--- config.mk ---
export PLATFORM = sky130hd
export DESIGN_NAME = ro_meas_ctrl
export DESIGN_NICKNAME = d
export VERILOG_FILES = /design/src/rtl/ro_meas_ctrl.sv
export SDC_FILE = /design/constraint.sdc
export NUM_CORES = 1
export LEC_CHECK = 0
export BUFFER_PORTS_ARGS = -buffer_cell sky130_fd_sc_hd__clkbuf_2
export CAP_MARGIN = 20
export CORE_MARGIN = 4
export CORE_UTILIZATION = 45
export DETAILED_ROUTE_END_ITERATION = 8
export MAX_ROUTING_LAYER = met4
export PLACE_DENSITY = 0.73
export SYNTH_ARGS = -nofsm -noshare
export SYNTH_HDL_FRONTEND = slang
export SYNTH_SLANG_ARGS = --single-unit
--- constraint.sdc ---
create_clock -name CLK -period 7.4 [get_ports CLK]
set_input_delay 1.48 -clock CLK [delete_from_list [all_inputs] [get_ports CLK]]
set_output_delay 1.48 -clock CLK [all_outputs]
set_load 0.05 [all_outputs]
--- src/rtl/ro_meas_ctrl.sv ---
// Ring-oscillator measurement sequencer: settle, gate-count, handshake out.
// Optional AUTO mode sweeps consecutive oscillators, one result each.
module ro_meas_ctrl #(
  parameter int N_RO       = 8,
  parameter int SEL_W      = 3,
  parameter int CNT_W      = 16,
  parameter int WIN_W      = 16,
  parameter int SETTLE_CYC = 16
) (
  input  logic             CLK,
  input  logic             RST,
  input  logic             START,
  input  logic [SEL_W-1:0] SEL,
  input  logic [WIN_W-1:0] WINDOW,
  input  logic             AUTO,
  input  logic [N_RO-1:0]  RO_IN,
  output logic [N_RO-1:0]  RO_EN,
  output logic             BUSY,
  output logic             VALID,
  input  logic             READY,
  output logic [CNT_W-1:0] RESULT,
  output logic [SEL_W-1:0] RESULT_SEL,
  output logic             OVF
);

  localparam int SC_W = $clog2(SETTLE_CYC + 1);
  localparam int TW   = (WIN_W > SC_W) ? WIN_W : SC_W;
  localparam logic [SEL_W-1:0] LAST   = SEL_W'(N_RO - 1);
  localparam logic [TW-1:0]    SET_LD = TW'(SETTLE_CYC - 1);
  localparam logic [N_RO-1:0]  ONE    = N_RO'(1);

  typedef enum logic [1:0] {
    IDLE,
    SETTLE,
    GATE,
    HOLD
  } state_t;

  state_t           state, nstate;
  logic [SEL_W-1:0] idx, nidx;
  logic [SEL_W-1:0] sel_c;
  logic [WIN_W-1:0] win;
  logic             auto_q;
  logic [TW-1:0]    tmr, ntmr;
  logic             tmr_z;
  logic             s1, s2, s3;
  logic             rise;
  logic [CNT_W-1:0] cnt;
  logic             cnt_ovf;
  logic             vld;
  logic             xfer;

  assign sel_c = (int'(SEL) >= N_RO) ? LAST : SEL;
  assign tmr_z = (tmr == '0);
  assign xfer  = vld & READY;
  assign rise  = s2 & ~s3;
  assign BUSY  = (state != IDLE);
  assign VALID = vld;

  always_comb begin
    nstate = state;
    nidx   = idx;
    ntmr   = tmr;
    unique case (state)
      IDLE: begin
        if (START) begin
          nstate = SETTLE;
          nidx   = sel_c;
          ntmr   = SET_LD;
        end
      end
      SETTLE: begin
        if (tmr_z) begin
          nstate = (win == '0) ? HOLD : GATE;
          ntmr   = TW'(win) - TW'(1);
        end else begin
          ntmr = tmr - TW'(1);
        end
      end
      GATE: begin
        if (tmr_z) nstate = HOLD;
        else       ntmr   = tmr - TW'(1);
      end
      HOLD: begin
        if (xfer) begin
          if (auto_q && idx < LAST) begin
            nstate = SETTLE;
            nidx   = idx + SEL_W'(1);
            ntmr   = SET_LD;
          end else begin
            nstate = IDLE;
          end
        end
      end
      default: nstate = IDLE;
    endcase
  end

  always_ff @(posedge CLK) begin
    if (RST) begin
      state <= IDLE;
      idx   <= '0;
      tmr   <= '0;
      RO_EN <= '0;
    end else begin
      state <= nstate;
      idx   <= nidx;
      tmr   <= ntmr;
      RO_EN <= (nstate == SETTLE || nstate == GATE)
               ? (ONE << nidx) : '0;
    end
  end

  always_ff @(posedge CLK) begin
    if (RST) begin
      win    <= '0;
      auto_q <= 1'b0;
    end else if (state == IDLE && START) begin
      win    <= WINDOW;
      auto_q <= AUTO;
    end
  end

  // Sync chain refills with the new oscillator during SETTLE (>= 3 cycles).
  always_ff @(posedge CLK) begin
    if (RST) begin
      s1 <= 1'b0;
      s2 <= 1'b0;
      s3 <= 1'b0;
    end else begin
      s1 <= RO_IN[idx];
      s2 <= s1;
      s3 <= s2;
    end
  end

  always_ff @(posedge CLK) begin
    if (RST) begin
      cnt     <= '0;
      cnt_ovf <= 1'b0;
    end else if (state == SETTLE) begin
      cnt     <= '0;
      cnt_ovf <= 1'b0;
    end else if (state == GATE && rise) begin
      if (&cnt) cnt_ovf <= 1'b1;
      else      cnt     <= cnt + CNT_W'(1);
    end
  end

  // Result regs load on the first HOLD cycle and stay put until the next.
  always_ff @(posedge CLK) begin
    if (RST) begin
      vld        <= 1'b0;
      RESULT     <= '0;
      RESULT_SEL <= '0;
      OVF        <= 1'b0;
    end else if (state == HOLD && !vld) begin
      vld        <= 1'b1;
      RESULT     <= cnt;
      RESULT_SEL <= idx;
      OVF        <= cnt_ovf;
    end else if (xfer) begin
      vld <= 1'b0;
    end
  end

endmodule

==> results_dict.tcl <==
set metrics [dict create \
    status "completed" \
    finalPower_mw 1.47 \
    drv_cap 0 \
    cp_slowest_cell "or3_1" \
    finalSetupTns_ns 0 \
    syn_area_sq_mm 0.00434 \
    cts_num_sinks 87 \
    num_vias 3984 \
    clock-root-buffer "clkbuf_8" \
    ys_seq_elements 87 \
    synthCells 544 \
    numPortBuffers 61 \
    synth_cell_types 61 \
    cts_tree "built" \
    viasPerCell 5.47 \
    grt_setup_unrepaired "no" \
    fill_cells 877 \
    post-route-period-util_pct 43.8 \
    min_path_cells 1 \
    critPathMaxFanout 57 \
    arrival_ns 3.52 \
    gr-total-overflow 0 \
    clk_pin_slew_ns 0.09 \
    cts_repair_resize_count 0 \
    ff2ff_path_depth 8 \
    die_area_sq_mm 0.0113 \
    finClkSkew_ns 0.00750 \
    maxSlewViolCount 0 \
    fmax_ghz 0.309 \
    finalHoldViolations 0 \
    worstMarginPinSlew_ns 0.839 \
    cp-startpoint "RST" \
    htree_levels 3 \
    grt_usage_pct 19.6 \
    ctsHoldBuffers 0 \
    insertion_delay_ns 0.35 \
    synth-edff-count 0 \
    start_kind "primary input" \
    yosysSeqAreaShare_pct 40.1 \
    r2r_start "state[0]" \
    numCtsBuffers 9 \
    max_stage_delay_ns 0.40 \
    drcViolationCount 0 \
    nets 637 \
    grt_pass1_vias 3827 \
    first_pass_iters 5 \
    r2r-end "tmr[13]" \
    cts_setup_buffers 0 \
    leakagePower_nw 1.92 \
    avgSynthCellArea_sq_um 7.99 \
    start_util_pct 46.6 \
    synthToLayoutAreaGrowth_pct 13.2 \
    path_class "in -> reg" \
    required_ns 7.68 \
    max_slew_margin_pct 44.1 \
    fin_crit_ns 3.24 \
    r2r_slack_ns 4.56 \
    end_kind "flop" \
    hpwl_um 7700 \
    setup_viol 0 \
    vdd_drop_max_uv 226 \
    syn-num-nets 586 \
    drive_gt1_share_pct 16.7 \
    crit_path_end "tmr[13]" \
    route.detailed.wl_per_inst_um 14.3 \
    num_antenna_cells 0 \
    powerDensity_mw_per_mm2 299 \
    ios 62 \
    synth-warning-count 0 \
    dr.first_iter.drc_count 193 \
    rows 35 \
    ant_nets 0 \
    cts_buffer_depth 2 \
    crit_chain "clkbuf_2, buf_4, nor2b_1, o2111ai_1, nand2b_1, or3_1, or4_1, o211ai_1" \
    grt_max_degree 58 \
    gp_congestion 0.958 \
    hold_path_class "reg -> reg" \
    grt_pass1_wl_um 18100 \
    async_flop_share_pct 0 \
    die_h_um 106 \
    antenna_found_initial 0 \
    dieWidth_um 106 \
    holdWs_ns 0.447 \
    placeableCoreArea_sq_mm 0.00933 \
    wl_um 10400 \
    ys.flop_type "dfxtp_1" \
]
## worst max-delay path, delay by kind of cell
family / cells / cell delay (ns)
simple gates: 4 / 1.36
buf+inv: 2 / 0.38
compound gates: 2 / 0.31
## sequential cells by signal, summed over array words and instances (netlist names)
register    count
cnt            16
OVF             1
auto_q          1
state           2
idx             3
tmr            16
cnt_ovf         1
VALID           1
RESULT_SEL      3
s2              1
RO_EN           8
RESULT         16
s3              1
s1              1
win            16
## logic make-up after synthesis
family | share of synthesized area [%]
AOI/OAI and AO/OA | 17.5
adders and majority gates | 2.88
DFF | 40.1
buffers and inverters | 3.20
and+or+nand+nor | 29.9
xor gates and xnor gates | 4.84
muxes | 1.58
## routing by layer
layer  wire (um)  GRT usage (%)
met5           0              -
met4          57           5.00
met3         490           3.58
met2        4880           31.0
met1        4980           26.1
## worst min-delay path by stage
| stage | startpoint | to | slack, ns |
|---|---|---|---|
| after global placement | s1 | s2 | 0.43 |
| final | s1 | s2 | 0.45 |
| after floorplan | s1 | s2 | 0.41 |
| after detailed placement | s1 | s2 | 0.43 |
| after CTS | s1 | s2 | 0.45 |
| after global routing | s1 | s2 | 0.47 |
## final cells by class
| class | instances | area, sq um | share of cell area, % |
|---|---|---|---|
| Clock buffer | 9 | 124 | 2.52 |
| Clock inverter | 7 | 57.6 | 1.17 |
| Inverter | 13 | 48.8 | 0.992 |
| Multi-Input combinational cell | 421 | 2460 | 50.1 |
| Sequential cell | 87 | 1740 | 35.4 |
| Tap cell | 129 | 161 | 3.28 |
| Timing Repair Buffer | 63 | 320 | 6.51 |
## metrics by stage
step	setup WS [ns]	instance area, sq um	instances	utilization, %
2_1_floorplan	4.28	4340	544	-
3_3_place_gp	3.88	4730	712	50.7
3_5_place_dp	3.80	4740	713	50.8
4_1_cts	4.17	4920	729	52.7
5_1_grt	4.01	4920	729	52.7
6_report	4.16	4920	729	52.7
## power by group
part,internal (mW),switching (mW),total (mW),leakage (nW)
registers,0.510,0.0549,0.565,0.706
clock network,0.126,0.184,0.310,0.0965
logic,0.216,0.377,0.593,1.11
total,0.852,0.616,1.47,1.92
## cell usage in the layout (no fill, tap or decap), types with 4 or more instances in the layout
| master | instances |
|---|---|
| a211oi_1 | 4 |
| a21oi_1 | 57 |
| a22oi_1 | 5 |
| clkbuf_2 | 61 |
| clkbuf_8 | 9 |
| dfxtp_1 | 87 |
| ha_1 | 10 |
| inv_1 | 13 |
| nand2_1 | 112 |
| nand2b_1 | 8 |
| nand3_1 | 11 |
| nand4_1 | 6 |
| nor2_1 | 47 |
| nor2b_1 | 6 |
| nor3_1 | 18 |
| nor3b_1 | 6 |
| nor4_1 | 8 |
| o21ai_0 | 25 |
| or2_2 | 4 |
| or3_1 | 8 |
| xnor2_1 | 7 |
| xor2_1 | 17 |
## Yosys cell counts (4+ instances only)
cell | n | share of area [%]
nor4_1 | 8 | 1.2
xor2_1 | 17 | 3.4
inv_1 | 13 | 1.1
nor3_1 | 18 | 2.1
a21oi_1 | 57 | 6.6
nor3b_1 | 6 | 1.0
a22oi_1 | 5 | 0.86
nor2b_1 | 6 | 0.86
ha_1 | 10 | 2.9
nor2_1 | 47 | 4.1
or3_1 | 8 | 1.2
or2_2 | 4 | 0.58
o21ai_0 | 25 | 2.9
a211oi_1 | 4 | 0.69
nand4_1 | 6 | 0.86
xnor2_1 | 7 | 1.4
nand3_1 | 11 | 1.3
dfxtp_1 | 87 | 40
clkbuf_1 | 19 | 1.6
nand2_1 | 112 | 9.7
nand2b_1 | 8 | 1.2
Power figures use the tool's default switching activity.
